**config.mk**
```make
export PLATFORM = sky130hd
export DESIGN_NAME = mips_multicycle_core_flat
export DESIGN_NICKNAME = d
export VERILOG_FILES = /design/src/rtl/mips_multicycle_core_if.sv /design/src/rtl/mips_multicycle_core.sv /design/src/flat_wrapper.sv
export SDC_FILE = /design/constraint.sdc
export NUM_CORES = 2
export LEC_CHECK = 0
export ABC_AREA = 1
export CORE_UTILIZATION = 35
export DETAILED_ROUTE_END_ITERATION = 6
export GPL_ROUTABILITY_DRIVEN = 0
export PLACE_DENSITY = 0.53
export SLEW_MARGIN = 20
export SYNTH_ARGS = -nofsm -noshare
export SYNTH_HDL_FRONTEND = slang
export SYNTH_SLANG_ARGS = --single-unit
export TNS_END_PERCENT = 20
```
**constraint.sdc**
```tcl
create_clock -name clk -period 3.28 [get_ports clk]
set_input_delay 0.82 -clock clk [delete_from_list [all_inputs] [get_ports clk]]
set_output_delay 0.82 -clock clk [all_outputs]
set_load 0.02 [all_outputs]
```
**src/rtl/mips_multicycle_core_if.sv**
```systemverilog
// Unified instruction/data memory port for the multi-cycle MIPS core.
// Valid/ready handshake: a transfer completes on the edge where req and ready are both high.
interface mips_multicycle_core_if #(
  parameter int MEM_AW = 8
);
  logic              mem_req;
  logic              mem_we;
  logic [MEM_AW-1:0] mem_addr;
  logic [31:0]       mem_wdata;
  logic              mem_ready;
  logic [31:0]       mem_rdata;

  modport master (
    output mem_req, mem_we, mem_addr, mem_wdata,
    input  mem_ready, mem_rdata
  );

  modport slave (
    input  mem_req, mem_we, mem_addr, mem_wdata,
    output mem_ready, mem_rdata
  );
endinterface

```
**src/rtl/mips_multicycle_core.sv**
```systemverilog
// Multi-cycle MIPS-subset core: one shared ALU and one memory port for fetch and data,
// sequenced by BOOT/FETCH/DECODE/EXEC/MEM/WB/HALT.
module mips_multicycle_core #(
  parameter logic [31:0] RESET_PC = 32'h0000_0000,
  parameter int          MEM_AW   = 8
) (
  input  logic                  clk,
  input  logic                  clr_n,
  mips_multicycle_core_if.master mem,
  output logic [31:0]           pc,
  output logic                  retire,
  output logic                  halted,
  output logic                  illegal
);
  typedef enum logic [2:0] {BOOT, FETCH, DECODE, EXEC, MEM, WB, HALT} state_t;

  localparam logic [5:0] OP_RTYPE = 6'h00;
  localparam logic [5:0] OP_ADDI  = 6'h08;
  localparam logic [5:0] OP_LW    = 6'h23;
  localparam logic [5:0] OP_SW    = 6'h2B;
  localparam logic [5:0] OP_BEQ   = 6'h04;
  localparam logic [5:0] OP_J     = 6'h02;
  localparam logic [5:0] FN_ADD   = 6'h20;
  localparam logic [5:0] FN_SUB   = 6'h22;
  localparam logic [5:0] FN_AND   = 6'h24;
  localparam logic [5:0] FN_OR    = 6'h25;
  localparam logic [5:0] FN_SLT   = 6'h2A;

  state_t      state;
  logic [31:0] ir, a, b, alu_out, mdr, pc4;
  logic [31:0] rf [32];

  logic [5:0]  op, funct;
  logic [4:0]  rs, rt, rd, wb_dest;
  logic [31:0] simm, alu_res, ctl_pc, wb_data;
  logic        is_legal;

  assign op      = ir[31:26];
  assign rs      = ir[25:21];
  assign rt      = ir[20:16];
  assign rd      = ir[15:11];
  assign funct   = ir[5:0];
  assign simm    = {{16{ir[15]}}, ir[15:0]};
  assign wb_dest = (op == OP_RTYPE) ? rd : rt;
  assign wb_data = (op == OP_LW) ? mdr : alu_out;

  always_comb begin
    is_legal = 1'b0;
    case (op)
      OP_RTYPE: is_legal = (funct == FN_ADD) || (funct == FN_SUB) || (funct == FN_AND) ||
                           (funct == FN_OR)  || (funct == FN_SLT);
      OP_ADDI, OP_LW, OP_SW, OP_BEQ, OP_J: is_legal = 1'b1;
      default: is_legal = 1'b0;
    endcase
  end

  // Immediate-form ops all share the address adder; R-type selects by funct.
  always_comb begin
    alu_res = a + simm;
    if (op == OP_RTYPE) begin
      case (funct)
        FN_SUB:  alu_res = a - b;
        FN_AND:  alu_res = a & b;
        FN_OR:   alu_res = a | b;
        FN_SLT:  alu_res = {31'b0, ($signed(a) < $signed(b))};
        default: alu_res = a + b;
      endcase
    end
  end

  always_comb begin
    if (op == OP_J)
      ctl_pc = {pc4[31:28], ir[25:0], 2'b00};
    else if (a == b)
      ctl_pc = pc4 + {simm[29:0], 2'b00};
    else
      ctl_pc = pc4;
  end

  // Store retirement waits on the handshake, so retire cannot be a pure state decode.
  assign retire = ((state == EXEC) && ((op == OP_BEQ) || (op == OP_J))) ||
                  (state == WB) ||
                  ((state == MEM) && (op == OP_SW) && mem.mem_ready);

  always_ff @(posedge clk or negedge clr_n) begin
    if (!clr_n) begin
      state         <= BOOT;
      pc            <= RESET_PC;
      pc4           <= '0;
      ir            <= '0;
      a             <= '0;
      b             <= '0;
      alu_out       <= '0;
      mdr           <= '0;
      for (int i = 0; i < 32; i++) rf[i] <= '0;
      mem.mem_req   <= 1'b0;
      mem.mem_we    <= 1'b0;
      mem.mem_addr  <= '0;
      mem.mem_wdata <= '0;
      halted        <= 1'b0;
      illegal       <= 1'b0;
    end else begin
      case (state)
        BOOT: begin
          mem.mem_req  <= 1'b1;
          mem.mem_we   <= 1'b0;
          mem.mem_addr <= pc[MEM_AW+1:2];
          state        <= FETCH;
        end
        FETCH: if (mem.mem_ready) begin
          ir          <= mem.mem_rdata;
          pc4         <= pc + 32'd4;
          mem.mem_req <= 1'b0;
          state       <= DECODE;
        end
        DECODE: begin
          a <= rf[rs];
          b <= rf[rt];
          if (!is_legal) begin
            halted  <= 1'b1;
            illegal <= 1'b1;
            state   <= HALT;
          end else begin
            state <= EXEC;
          end
        end
        EXEC: begin
          alu_out <= alu_res;
          case (op)
            OP_BEQ, OP_J: begin
              pc           <= ctl_pc;
              mem.mem_req  <= 1'b1;
              mem.mem_we   <= 1'b0;
              mem.mem_addr <= ctl_pc[MEM_AW+1:2];
              state        <= FETCH;
            end
            OP_LW, OP_SW: begin
              if (alu_res[1:0] != 2'b00) begin
                halted  <= 1'b1;
                illegal <= 1'b1;
                state   <= HALT;
              end else begin
                mem.mem_req   <= 1'b1;
                mem.mem_we    <= (op == OP_SW);
                mem.mem_addr  <= alu_res[MEM_AW+1:2];
                mem.mem_wdata <= b;
                state         <= MEM;
              end
            end
            default: state <= WB;
          endcase
        end
        MEM: if (mem.mem_ready) begin
          mem.mem_we <= 1'b0;
          if (op == OP_SW) begin
            pc           <= pc4;
            mem.mem_addr <= pc4[MEM_AW+1:2];
            state        <= FETCH;
          end else begin
            mdr         <= mem.mem_rdata;
            mem.mem_req <= 1'b0;
            state       <= WB;
          end
        end
        WB: begin
          if (wb_dest != 5'd0) rf[wb_dest] <= wb_data;
          pc           <= pc4;
          mem.mem_req  <= 1'b1;
          mem.mem_we   <= 1'b0;
          mem.mem_addr <= pc4[MEM_AW+1:2];
          state        <= FETCH;
        end
        default: state <= HALT;
      endcase
    end
  end
endmodule

```
**src/flat_wrapper.sv**
```systemverilog
// flat-port wrapper written by rule: the top's interface ports become plain ports
module mips_multicycle_core_flat 
#(
  parameter logic [31:0] RESET_PC = 32'h0000_0000,
  parameter int          MEM_AW   = 8
)
  (clk, clr_n, pc, retire, halted, illegal, mem_mem_req, mem_mem_we, mem_mem_addr, mem_mem_wdata, mem_mem_ready, mem_mem_rdata);
  mips_multicycle_core_if #(.MEM_AW(MEM_AW)) mem_i ();
  input  logic clk;
  input  logic clr_n;
  output logic [31:0] pc;
  output logic retire;
  output logic halted;
  output logic illegal;
  output wire logic [$bits(mem_i.mem_req)-1:0] mem_mem_req;
  output wire logic [$bits(mem_i.mem_we)-1:0] mem_mem_we;
  output wire logic [$bits(mem_i.mem_addr)-1:0] mem_mem_addr;
  output wire logic [$bits(mem_i.mem_wdata)-1:0] mem_mem_wdata;
  input wire logic [$bits(mem_i.mem_ready)-1:0] mem_mem_ready;
  input wire logic [$bits(mem_i.mem_rdata)-1:0] mem_mem_rdata;
  assign mem_mem_req = mem_i.mem_req;
  assign mem_mem_we = mem_i.mem_we;
  assign mem_mem_addr = mem_i.mem_addr;
  assign mem_mem_wdata = mem_i.mem_wdata;
  assign mem_i.mem_ready = mem_mem_ready;
  assign mem_i.mem_rdata = mem_mem_rdata;
  mips_multicycle_core #(.RESET_PC(RESET_PC), .MEM_AW(MEM_AW)) u_core (.clk(clk), .clr_n(clr_n), .mem(mem_i), .pc(pc), .retire(retire), .halted(halted), .illegal(illegal));
endmodule
```
==> out/metrics.csv <==
stage;metric;value;unit
power_and_ir_drop;power.leakage;37.8;nW
min_path;hold_end;u_core.rf[996];
timing;fin_hold_ws;0.402;ns
floorplan;die_w;462;µm
worst_setup_path;critPathCaptureType;output port;
min_path;hold_depth;0;
global_route;grt_use_total;0.293;
detailed_routing;viasPerCell;5.94;
clock_network;path_clk_slew;0.06;ns
finish;mostFrequentLayoutCells;2525 x o21ai_0, 1751 x nand2_1, 1542 x nor2_1;
synthesis;synthCells;10100;
timing;layout_min_cycle_time;3.14;ns
power_and_ir_drop;powerDensity;1150;mW/mm²
worst_setup_path;required;2.46;ns
finish;nNetsFinal;10100;
synthesis;synth.distinct_cells;54;
clock_network;cts.sinks;1294;
worst_setup_path;crit_chain;inv_1 -> nor2_2 -> inv_2 -> nor2_4 -> nor2_1 -> inv_2 -> nand4_1 -> buf_6 -> inv_2 -> buf_4;
detailed_routing;vias;76300;
placed_design;dp.cells;12600;
timing;setup_tns;0;ns
power_and_ir_drop;power;99.4;mW
timing;final_hold_viol_count;0;
timing;post-route-period-util;0.958;
finish;area_delta_synth_final;16.0;%
worst_setup_path;r2r_cells;18;
global_route;grt_pass1_vias;71400;
synthesis;ys_ff_latch;1294;
global_route;grt_max_degree;112;
global_route;antenna_found_initial;21;
detailed_routing;drt_wl_total;322000;µm
timing;drv_slew;0;
timing;setup_ws;0.137;ns
floorplan;core;0.210;mm²
floorplan;start_util;0.353;
synthesis;synth_edf_count;0;
clock_network;clock_latency;0.84;ns
clock_network;cts_tree;yes;
run_status;status;complete, but fails checks;
synthesis;yosys_most_used_dff;dfrtp_1;
worst_setup_path;cpMaxStageDelayCell;dfrtp_1;
worst_setup_path;critPathArrivalTime;2.32;ns
synthesis;syn-cell-area;0.0742;mm²
worst_setup_path;slowest_delay;0.36;ns
clock_network;htree_levels;4;
worst_setup_path;rr_startpoint;u_core.b[0];
detailed_routing;wl_per_cell;25.1;µm
floorplan;core.rowCount;168;
synthesis;seq_area_frac_synth;0.437;
clock_network;cts_root_buffer;clkbuf_16;
clock_network;cts_buffers;149;
placed_design;dp_hpwl;197000;µm
finish;finalNonFillerCells;12800;
min_path;hp-class;flip-flop to flip-flop;
synthesis;ys_warn_count;0;
clock_network;cts_buffer_depth;3;
timing;skew;0.0533;ns
finish;final_common_cell;o21ai_0;
global_route;grt_pass1_wl;476000;µm
run;maxCapViolCount;0;
placed_design;dp_slack;-0.185;ns
synthesis;syn_avg_cell_area;7.37;µm²
power_and_ir_drop;ir_drop;0.678;mV
placed_design;portBuffers;111;
synthesis;syn-num-nets;10300;
detailed_routing;post-route-drc-count;7;
finish;layout-drive-gt1-share;0.0840;
min_path;min_from;u_core.rf[996];
timing;setup_viol;0;
timing;clock.fmax;318;MHz
detailed_routing;drt_iter0_markers;10100;
detailed_routing;dr.pass1.iters;7;
synthesis;async_flop_share;1.00;
floorplan;dieHeight;462;µm
worst_setup_path;worst-r2r-setup-slack;0.15;ns
worst_setup_path;startpoint_type;flip-flop;
floorplan;boundaryPins;112;
run_status;violations;design-rule violations;
worst_setup_path;path_class;flip-flop to output port;
worst_setup_path;cp_common_cell;inv_2;
worst_setup_path;r2r-end;u_core.alu_out[30];
detailed_routing;antenna_left;0;
worst_setup_path;crit_fanout;6;
floorplan;die-area;0.214;mm²
global_route;grt_overflow;0;
timing;worstMarginPinSlew;1.11;ns
timing;slew_headroom;0.260;
-- Yosys cell counts (3+ instances only) --
cell type / n / area share
o221ai_1: 94 / 0.011
xor2_1: 33 / 0.0039
a221oi_1: 11 / 0.0013
clkbuf_1: 803 / 0.041
dfrtp_1: 1294 / 0.44
nand2_1: 1762 / 0.089
nor3_1: 29 / 0.0020
inv_1: 389 / 0.020
o2111ai_1: 11 / 0.0013
inv_2: 7 / 0.00035
a31oi_1: 24 / 0.0020
nor2_1: 1553 / 0.079
o21a_1: 5 / 0.00051
o211ai_1: 27 / 0.0027
o32ai_1: 20 / 0.0024
nand3b_1: 24 / 0.0024
o31ai_1: 7 / 0.00071
mux2i_1: 25 / 0.0034
or2_2: 17 / 0.0014
a21boi_0: 10 / 0.0010
a21oi_1: 237 / 0.016
xnor2_1: 15 / 0.0018
o311ai_0: 37 / 0.0044
buf_1: 26 / 0.0013
nand2_2: 17 / 0.0014
o21ai_1: 6 / 0.00040
nor3_4: 3 / 0.00066
o22ai_1: 511 / 0.043
mux2_2: 27 / 0.0041
o21ai_0: 2533 / 0.17
fa_1: 4 / 0.0011
a21o_1: 12 / 0.0012
nand4_1: 53 / 0.0045
buf_2: 21 / 0.0014
ha_1: 157 / 0.026
nor4_1: 9 / 0.00076
nand3_2: 6 / 0.00081
nand3_1: 212 / 0.014
o21bai_1: 20 / 0.0020
-- stage by stage --
stage | utilization | cell area [µm²]
4_1_cts | 0.409 | 85900
3_3_place_gp | 0.384 | 80700
2_1_floorplan | - | 74200
5_1_grt | 0.410 | 86000
6_report | 0.410 | 86000
3_5_place_dp | 0.384 | 80700
-- critical path, delay by kind of cell (launching register included) --
family,cells,cell delay (ns)
DFF,1,0.36
buffers and inverters,6,0.67
and+or+nand+nor,4,0.46
-- worst max-delay path by stage --
| stage | startpoint | to | cells after the start |
|---|---|---|---|
| finish | u_core.state[1] | retire | 10 |
| global route | u_core.state[1] | retire | 10 |
| CTS | u_core.state[1] | retire | 11 |
| detailed placement | mem_mem_ready | retire | 6 |
| global placement | mem_mem_ready | retire | 6 |
| floorplan | u_core.ir[29] | retire | 10 |
-- area by class of cell --
| class | instances | area (µm²) |
|---|---|---|
| tap | 2805 | 3510 |
| clock inverter | 53 | 883 |
| antenna | 7 | 17.5 |
| fill | 21100 | 124000 |
| timing repair buffer | 553 | 5950 |
| sequential | 1294 | 32400 |
| clock buffer | 215 | 4270 |
| multi-input combinational | 7524 | 37500 |
| inverter | 398 | 1530 |
-- report_power, final --
group	switching [mW]	total, mW	internal (mW)	leakage (nW)
registers	4.94	26.4	21.4	17.4
logic	37.2	55.2	18.0	18.0
clock network	7.30	17.8	10.5	2.51
-- logic make-up (layout without fill, tap and decap cells) --
logic type / count (synthesis) / count (layout) / share of synthesized area
adders and majority gates: 161 / 161 / 0.0276
AOI/OAI and AO/OA: 3572 / 3572 / 0.262
muxes: 52 / 52 / 0.00747
and+or+nand+nor: 3691 / 3691 / 0.197
other: 0 / 7 / 0
buffers and inverters: 1252 / 1219 / 0.0639
DFF: 1294 / 1294 / 0.437
xor gates and xnor gates: 48 / 48 / 0.00567
-- state kept, by name, indices dropped and copies added, names as in the netlist --
register and count:
u_core.pc 32, u_core.rf 1024, u_core.ir 32, u_core.a 32
u_core.b 32, u_core.mem.mem_addr 8, u_core.state 3, u_core.mem.mem_we 1
u_core.mem.mem_wdata 32, u_core.mdr 32, u_core.mem.mem_req 1, u_core.halted 1
u_core.alu_out 32, u_core.pc4 32
-- timing repair --
item                                    in CTS  in global routing
buffers inserted                             2                  6
endpoints found under the setup margin       1                 64
hold endpoints to repair                    17                  0
gates resized for setup                     14                 19
pin swaps                                    1                  7
hold buffers                                 1                  0
-- routing by layer --
metal / vias up / share of wire / global-route usage
li1: 34100 / - / -
met1: 37200 / 0.42 / 0.397
met2: 4294 / 0.44 / 0.448
met3: 780 / 0.10 / 0.0629
met4: 12 / 0.044 / 0.125
met5: - / 0.00022 / 0
Note: power is estimated with default switching activity, not from simulation.
